File: src/rtl/peripheral_uart_pkg.sv
// Shared definitions for the UART RX status slice.
// Holds the RX FIFO trigger levels, the IIR interrupt identification codes,
// the bit positions used inside the LSR and inside the RX-side lsr_rx vector,
// and the bit positions of the per-character status inside a FIFO word.
package peripheral_uart_pkg;

  // RX FIFO trigger levels selected by FCR[7:6]
  localparam int unsigned UART_TRIG_LVL_1  = 1;
  localparam int unsigned UART_TRIG_LVL_4  = 4;
  localparam int unsigned UART_TRIG_LVL_8  = 8;
  localparam int unsigned UART_TRIG_LVL_14 = 14;

  // Interrupt identification codes (IIR[3:0])
  localparam logic [3:0] UART_II_RLS  = 4'b0110;
  localparam logic [3:0] UART_II_RDA  = 4'b0100;
  localparam logic [3:0] UART_II_TI   = 4'b1100;
  localparam logic [3:0] UART_II_NONE = 4'b0001;

  // Bit positions in the full Line Status Register
  localparam int UART_LSR_DR  = 0;
  localparam int UART_LSR_OE  = 1;
  localparam int UART_LSR_PE  = 2;
  localparam int UART_LSR_FE  = 3;
  localparam int UART_LSR_BI  = 4;
  localparam int UART_LSR_ERR = 7;

  // Bit positions in the packed 6-bit RX half {fifo_err, BI, FE, PE, OE, DR}
  localparam int UART_RX_DR  = 0;
  localparam int UART_RX_OE  = 1;
  localparam int UART_RX_PE  = 2;
  localparam int UART_RX_FE  = 3;
  localparam int UART_RX_BI  = 4;
  localparam int UART_RX_ERR = 5;

  // Status bits of the head character in the RX FIFO word
  localparam int UART_REC_FE = 0;
  localparam int UART_REC_PE = 1;
  localparam int UART_REC_BI = 2;

  // Maps the FCR trigger select onto the FIFO occupancy that raises RDA
  function automatic int unsigned trigger_level(input logic [1:0] sel);
    int unsigned lvl;
    case (sel)
      2'b00:   lvl = UART_TRIG_LVL_1;
      2'b01:   lvl = UART_TRIG_LVL_4;
      2'b10:   lvl = UART_TRIG_LVL_8;
      default: lvl = UART_TRIG_LVL_14;
    endcase
    return lvl;
  endfunction

endpackage

File: src/rtl/peripheral_uart_sticky_bit_wb.sv
// One sticky LSR error flag.
// The flag sets on a rising edge of its source and stays set until a clear
// strobe. A rising edge arriving in the same cycle as the clear wins, so an
// event that happens while software is reading the LSR is never lost.
// Ports:
//   clk        system clock
//   wb_rst_ni  asynchronous active-low reset
//   src        level source of the event
//   clr        clear strobe (LSR read pulse and/or FIFO reset)
//   out        sticky flag, registered
module peripheral_uart_sticky_bit_wb (
  input  logic clk,
  input  logic wb_rst_ni,
  input  logic src,
  input  logic clr,
  output logic out
);

  logic r_src_d;
  logic r_out;

  // Edge detection against the delayed source; set has priority over clear
  always_ff @(posedge clk or negedge wb_rst_ni) begin
    if (!wb_rst_ni) begin
      r_src_d <= 1'b0;
      r_out   <= 1'b0;
    end else begin
      r_src_d <= src;
      if (src & ~r_src_d) begin
        r_out <= 1'b1;
      end else if (clr) begin
        r_out <= 1'b0;
      end
    end
  end

  assign out = r_out;

endmodule

File: src/rtl/peripheral_uart_rx_status_wb.sv
// RX status block between the UART receiver FIFO and the Wishbone registers.
// Builds the RX half of the LSR, the RX interrupt sources, the RX part of the
// IIR code and the one-cycle LSR-read pulse that resets the FIFO status.
// Ports:
//   clk, wb_rst_ni   clock and asynchronous active-low reset
//   rf_count         RX FIFO occupancy
//   rf_data_out      RX FIFO head word, [2:0] = {break, parity, framing}
//   rf_overrun       FIFO overrun level
//   rf_error_bit     some character in the FIFO carries an error
//   counter_t        character timeout counter
//   rx_reset         RX FIFO reset strobe
//   lsr_read         LSR read strobe, may be held several cycles
//   fcr_trigger      RX trigger select
//   ier_rda, ier_rls interrupt enables
//   lsr_rx           {fifo_err, BI, FE, PE, OE, DR}
//   lsr_mask         one-cycle pulse per LSR read
//   rls_int, rda_int, ti_int  RX interrupt sources
//   iir_rx           highest-priority RX interrupt code
module peripheral_uart_rx_status_wb
  import peripheral_uart_pkg::*;
#(
  parameter int FIFO_COUNTER_W = 5,
  parameter int FIFO_REC_WIDTH = 11
) (
  input  logic                      clk,
  input  logic                      wb_rst_ni,
  input  logic [FIFO_COUNTER_W-1:0] rf_count,
  input  logic [FIFO_REC_WIDTH-1:0] rf_data_out,
  input  logic                      rf_overrun,
  input  logic                      rf_error_bit,
  input  logic [9:0]                counter_t,
  input  logic                      rx_reset,
  input  logic                      lsr_read,
  input  logic [1:0]                fcr_trigger,
  input  logic                      ier_rda,
  input  logic                      ier_rls,
  output logic [5:0]                lsr_rx,
  output logic                      lsr_mask,
  output logic                      rls_int,
  output logic                      rda_int,
  output logic                      ti_int,
  output logic [3:0]                iir_rx
);

  logic                      r_lsr_read_d;
  logic                      r_lsr_mask;
  logic                      r_dr;
  logic                      r_rls;
  logic                      r_rda;
  logic                      r_ti;
  logic [3:0]                r_iir;

  logic                      w_count_nz;
  logic [FIFO_COUNTER_W-1:0] w_trig_lvl;
  logic                      w_clr_rx;
  logic                      w_oe;
  logic                      w_pe;
  logic                      w_fe;
  logic                      w_bi;
  logic                      w_err;
  logic                      w_rls_next;
  logic                      w_rda_next;
  logic                      w_ti_next;
  logic [3:0]                w_iir_next;
  logic                      w_unused_rec;

  assign w_count_nz   = |rf_count;
  assign w_trig_lvl   = FIFO_COUNTER_W'(trigger_level(fcr_trigger));
  assign w_unused_rec = ^rf_data_out[FIFO_REC_WIDTH-1:3];

  // OE survives an RX FIFO reset: the overrun already happened on the line
  assign w_clr_rx = r_lsr_mask | rx_reset;

  peripheral_uart_sticky_bit_wb u_sticky_oe (
    .clk(clk), .wb_rst_ni(wb_rst_ni), .src(rf_overrun), .clr(r_lsr_mask), .out(w_oe)
  );
  peripheral_uart_sticky_bit_wb u_sticky_pe (
    .clk(clk), .wb_rst_ni(wb_rst_ni), .src(w_count_nz & rf_data_out[UART_REC_PE]),
    .clr(w_clr_rx), .out(w_pe)
  );
  peripheral_uart_sticky_bit_wb u_sticky_fe (
    .clk(clk), .wb_rst_ni(wb_rst_ni), .src(w_count_nz & rf_data_out[UART_REC_FE]),
    .clr(w_clr_rx), .out(w_fe)
  );
  peripheral_uart_sticky_bit_wb u_sticky_bi (
    .clk(clk), .wb_rst_ni(wb_rst_ni), .src(w_count_nz & rf_data_out[UART_REC_BI]),
    .clr(w_clr_rx), .out(w_bi)
  );
  peripheral_uart_sticky_bit_wb u_sticky_err (
    .clk(clk), .wb_rst_ni(wb_rst_ni), .src(rf_error_bit), .clr(w_clr_rx), .out(w_err)
  );

  // The timeout interrupt drops as soon as the counter is reloaded or the FIFO empties
  assign w_rls_next = ier_rls & (w_oe | w_pe | w_fe | w_bi);
  assign w_rda_next = ier_rda & (rf_count >= w_trig_lvl);
  assign w_ti_next  = ier_rda & w_count_nz & (counter_t == 10'd0);

  // IIR code is derived from the same next-state values so it lines up with the interrupts
  always_comb begin
    w_iir_next = UART_II_NONE;
    if (w_rls_next) begin
      w_iir_next = UART_II_RLS;
    end else if (w_rda_next) begin
      w_iir_next = UART_II_RDA;
    end else if (w_ti_next) begin
      w_iir_next = UART_II_TI;
    end
  end

  // lsr_mask fires once per read, no matter how long lsr_read stays high
  always_ff @(posedge clk or negedge wb_rst_ni) begin
    if (!wb_rst_ni) begin
      r_lsr_read_d <= 1'b0;
      r_lsr_mask   <= 1'b0;
      r_dr         <= 1'b0;
      r_rls        <= 1'b0;
      r_rda        <= 1'b0;
      r_ti         <= 1'b0;
      r_iir        <= UART_II_NONE;
    end else begin
      r_lsr_read_d <= lsr_read;
      r_lsr_mask   <= lsr_read & ~r_lsr_read_d;
      r_dr         <= w_count_nz;
      r_rls        <= w_rls_next;
      r_rda        <= w_rda_next;
      r_ti         <= w_ti_next;
      r_iir        <= w_iir_next;
    end
  end

  always_comb begin
    lsr_rx              = '0;
    lsr_rx[UART_RX_DR]  = r_dr;
    lsr_rx[UART_RX_OE]  = w_oe;
    lsr_rx[UART_RX_PE]  = w_pe;
    lsr_rx[UART_RX_FE]  = w_fe;
    lsr_rx[UART_RX_BI]  = w_bi;
    lsr_rx[UART_RX_ERR] = w_err;
  end

  assign lsr_mask = r_lsr_mask;
  assign rls_int  = r_rls;
  assign rda_int  = r_rda;
  assign ti_int   = r_ti;
  assign iir_rx   = r_iir;

endmodule

File: config.mk
export PLATFORM = sky130hd
export DESIGN_NAME = peripheral_uart_rx_status_wb
export DESIGN_NICKNAME = d
export VERILOG_FILES = /design/src/rtl/peripheral_uart_pkg.sv /design/src/rtl/peripheral_uart_sticky_bit_wb.sv /design/src/rtl/peripheral_uart_rx_status_wb.sv
export SDC_FILE = /design/constraint.sdc
export NUM_CORES = 1
export LEC_CHECK = 0
export ABC_AREA = 1
export BUFFER_PORTS_ARGS = -buffer_cell sky130_fd_sc_hd__buf_2
export CORE_ASPECT_RATIO = 1.4
export CORE_MARGIN = 3
export CORE_UTILIZATION = 25
export CTS_BUF_LIST = sky130_fd_sc_hd__clkbuf_8 sky130_fd_sc_hd__clkbuf_16
export CTS_CLUSTER_SIZE = 30
export DETAILED_ROUTE_END_ITERATION = 8
export SYNTH_ARGS = -nofsm -noshare
export SYNTH_HDL_FRONTEND = slang
export SYNTH_SLANG_ARGS = --single-unit
export TNS_END_PERCENT = 50
File: constraint.sdc
create_clock -name clk -period 1.6 [get_ports clk]
set_clock_uncertainty 0.05 [all_clocks]
set_input_delay 0.32 -clock clk [delete_from_list [all_inputs] [get_ports clk]]
set_output_delay 0.32 -clock clk [all_outputs]
set_load 0.02 [all_outputs]
==> impl_metrics.ini <==
[route]
wl_mm = 1.73
wire_per_inst_um = 9.74
postRouteAntennaNets = 0
first_pass_iters = 4
detail_route.vias_per_cell = 4.08
initialDrtViolationCount = 12
drc = 0
vias = 727

[hold_path]
hold_class = in2reg

[global_route]
grt_pass1_wl_mm = 3.17
grt_pass1_vias = 800
grt_usage = 0.0898
antenna_found_initial = 0
grt_max_degree = 20
grt_overflow = 0

[finish]
area_delta_synth_final_pct = 28.3
layout_common_cells = 41 x buf_2, 20 x inv_1, 18 x dfrtp_1, 17 x nand2_1, 12 x nor2_1
final_common_cell = buf_2
drive_gt1_frac = 0.406
antenna_cells = 0
fin_nets = 179
design_area_sq_um = 1170

[sta]
period_minus_slack_ps = 1270
post-route-period-util = 0.795
worst_pin_slew_ps = 408
relSlewSlack = 0.728
rsz0062_at_grt = no
setup_violations = 0
max_freq_ghz = 0.786
finalHoldViolCount = 0
fin_ws_ps = 327
tns_ps = 0
drv_slew = 0

[power_and_ir_drop]
power_w = 0.00103
power_density_nw_per_um2 = 881
peakVddDrop_mv = 0.259
p_leak_nw = 0.666

[setup_path]
end_kind = output pin
worst-setup-path-type = reg2out
path_depth = 1
crit_chain = buf_2
path_delay_family = flip-flops
crit_buf_inv = 1
slowest_delay_ps = 510
cp.arrival_ps = 900
startpoint_type = flop
worstRegToRegCells = 5
crit_fanout = 1
crit_end = iir_rx[0]
worstReg2RegEnd = iir_rx[3]$_DFF_PN0_
timing.rr.start = u_sticky_pe.out$_DFFE_PN0P_
critPathSlowestCell = dfstp_2
startpoint = iir_rx[0]$_DFF_PN1_
required_ps = 1230
worst-r2r-setup-slack_ps = 540

[run_status]
status = finished clean

[floorplan]
die_h_um = 77.4
die_w_um = 57.0
num_rows = 25
core_sq_um = 3440
initial_core_util = 0.265
pin_count = 50
die_area_sq_um = 4410

[flow_run]
max_cap_viol_count = 0

[cts]
cts-htree-levels = 1
clock_sinks = 19
cts_root_buf = clkbuf_8
cts_made_buffers = 3
tritoncts = yes
post_cts_buffers = 0
clk_latency_ps = 250
clk_pin_slew_worst_paths_ps = 60
cts_buffer_depth = 2

[place]
port_buffers = 41
dp_hpwl_mm = 1.52
place_ws_ps = 171
place_area_sq_um = 1110
finalWeightedCongestion = 0.766

[logic_synthesis]
postSynthCellCount = 99
ys_seq_area_frac = 0.523
ys_types = 17
syn_avg_cell_area_sq_um = 9.20
ys.warnings.count = 0
synth.ff_latch_count = 19
synthesis.nets = 139
netlist_area_sq_um = 911
state kept, by name, summed over array words and instances (netlist names):
register	count
iir_rx	4
lsr_mask	1
r_dr	1
r_lsr_read_d	1
rda_int	1
ti_int	1
u_sticky_bi.out	1
u_sticky_bi.r_src_d	1
u_sticky_err.out	1
u_sticky_err.r_src_d	1
u_sticky_fe.out	1
u_sticky_fe.r_src_d	1
u_sticky_oe.out	1
u_sticky_oe.r_src_d	1
u_sticky_pe.out	1
u_sticky_pe.r_src_d	1
cell type report:
type                            count  area [sq um]
Timing Repair Buffer               42           215
Clock buffer                        3          41.3
Multi-Input combinational cell     52           303
Clock inverter                      1          3.75
Inverter                           21          78.8
Fill cell                         381          2270
Tap cell                           40          50.0
Sequential cell                    19           477
worst min path at each step:
stage	startpoint	to	slack (ps)	cells past startpoint
after floorplan	wb_rst_ni	iir_rx[1]$_DFF_PN0_	-30	0
after global placement	wb_rst_ni	u_sticky_oe.out$_DFFE_PN0P_	220	1
after detailed placement	wb_rst_ni	u_sticky_oe.out$_DFFE_PN0P_	230	1
after CTS	lsr_read	r_lsr_read_d$_DFF_PN0_	130	1
after global routing	rf_overrun	u_sticky_oe.r_src_d$_DFF_PN0_	130	1
final	lsr_read	r_lsr_read_d$_DFF_PN0_	140	1
repair_timing:
item                                   4_1_cts  5_1_grt
endpoints found under the hold margin       18        0
hold buffers                                 1        0
resized for setup                            0        0
per-stage QoR:
step | instances | hold slack [ps] | util
after global routing | 178 | 130 | 0.340
after CTS | 178 | 132 | 0.340
after detailed placement | 173 | 228 | 0.324
final | 178 | 137 | 0.340
after global placement | 173 | 222 | 0.324
after floorplan | 99 | -25.6 | -
logic make-up (layout without fill, tap and decap cells):
kind of cell | Yosys count | after routing | share of synthesized area
DFF | 19 | 19 | 0.523
and+or+nand+nor | 43 | 43 | 0.243
buffers and inverters | 28 | 67 | 0.144
AOI/OAI and AO/OA | 5 | 5 | 0.0343
adders and majority gates | 4 | 4 | 0.0549
synth_stat cells:
cell type / n / area [sq um]
o22ai_1: 5 / 31.3
nand3_1: 4 / 20.0
nand2_1: 17 / 63.8
nand3_4: 1 / 17.5
nor3_4: 1 / 16.3
nor2_4: 1 / 11.3
nor2_2: 4 / 25.0
inv_2: 2 / 7.51
or2_2: 1 / 6.26
inv_1: 19 / 71.3
buf_4: 7 / 52.6
dfrtp_1: 18 / 450
nand3_2: 1 / 10.0
ha_1: 4 / 50.1
nor2_1: 12 / 45.0
dfstp_2: 1 / 26.3
nand4_1: 1 / 6.26
power breakdown:
| part | internal (W) | switching, W | total (W) |
|---|---|---|---|
| sequential | 0.000513 | 0.0000118 | 0.000525 |
| clock | 0.000170 | 0.000139 | 0.000309 |
| combinational | 0.0000775 | 0.000118 | 0.000195 |
| total | 0.000761 | 0.000269 | 0.00103 |
per-layer routing:
metal / share of wire / track usage / vias up
met1: 0.36 / 0.0950 / 318
met4: 0 / 0.0348 / 0
met3: 0.12 / 0.0283 / 0
li1: - / - / 371
met2: 0.52 / 0.161 / 38
met5: 0 / 0 / -
Note: power is estimated with default switching activity, not from simulation.
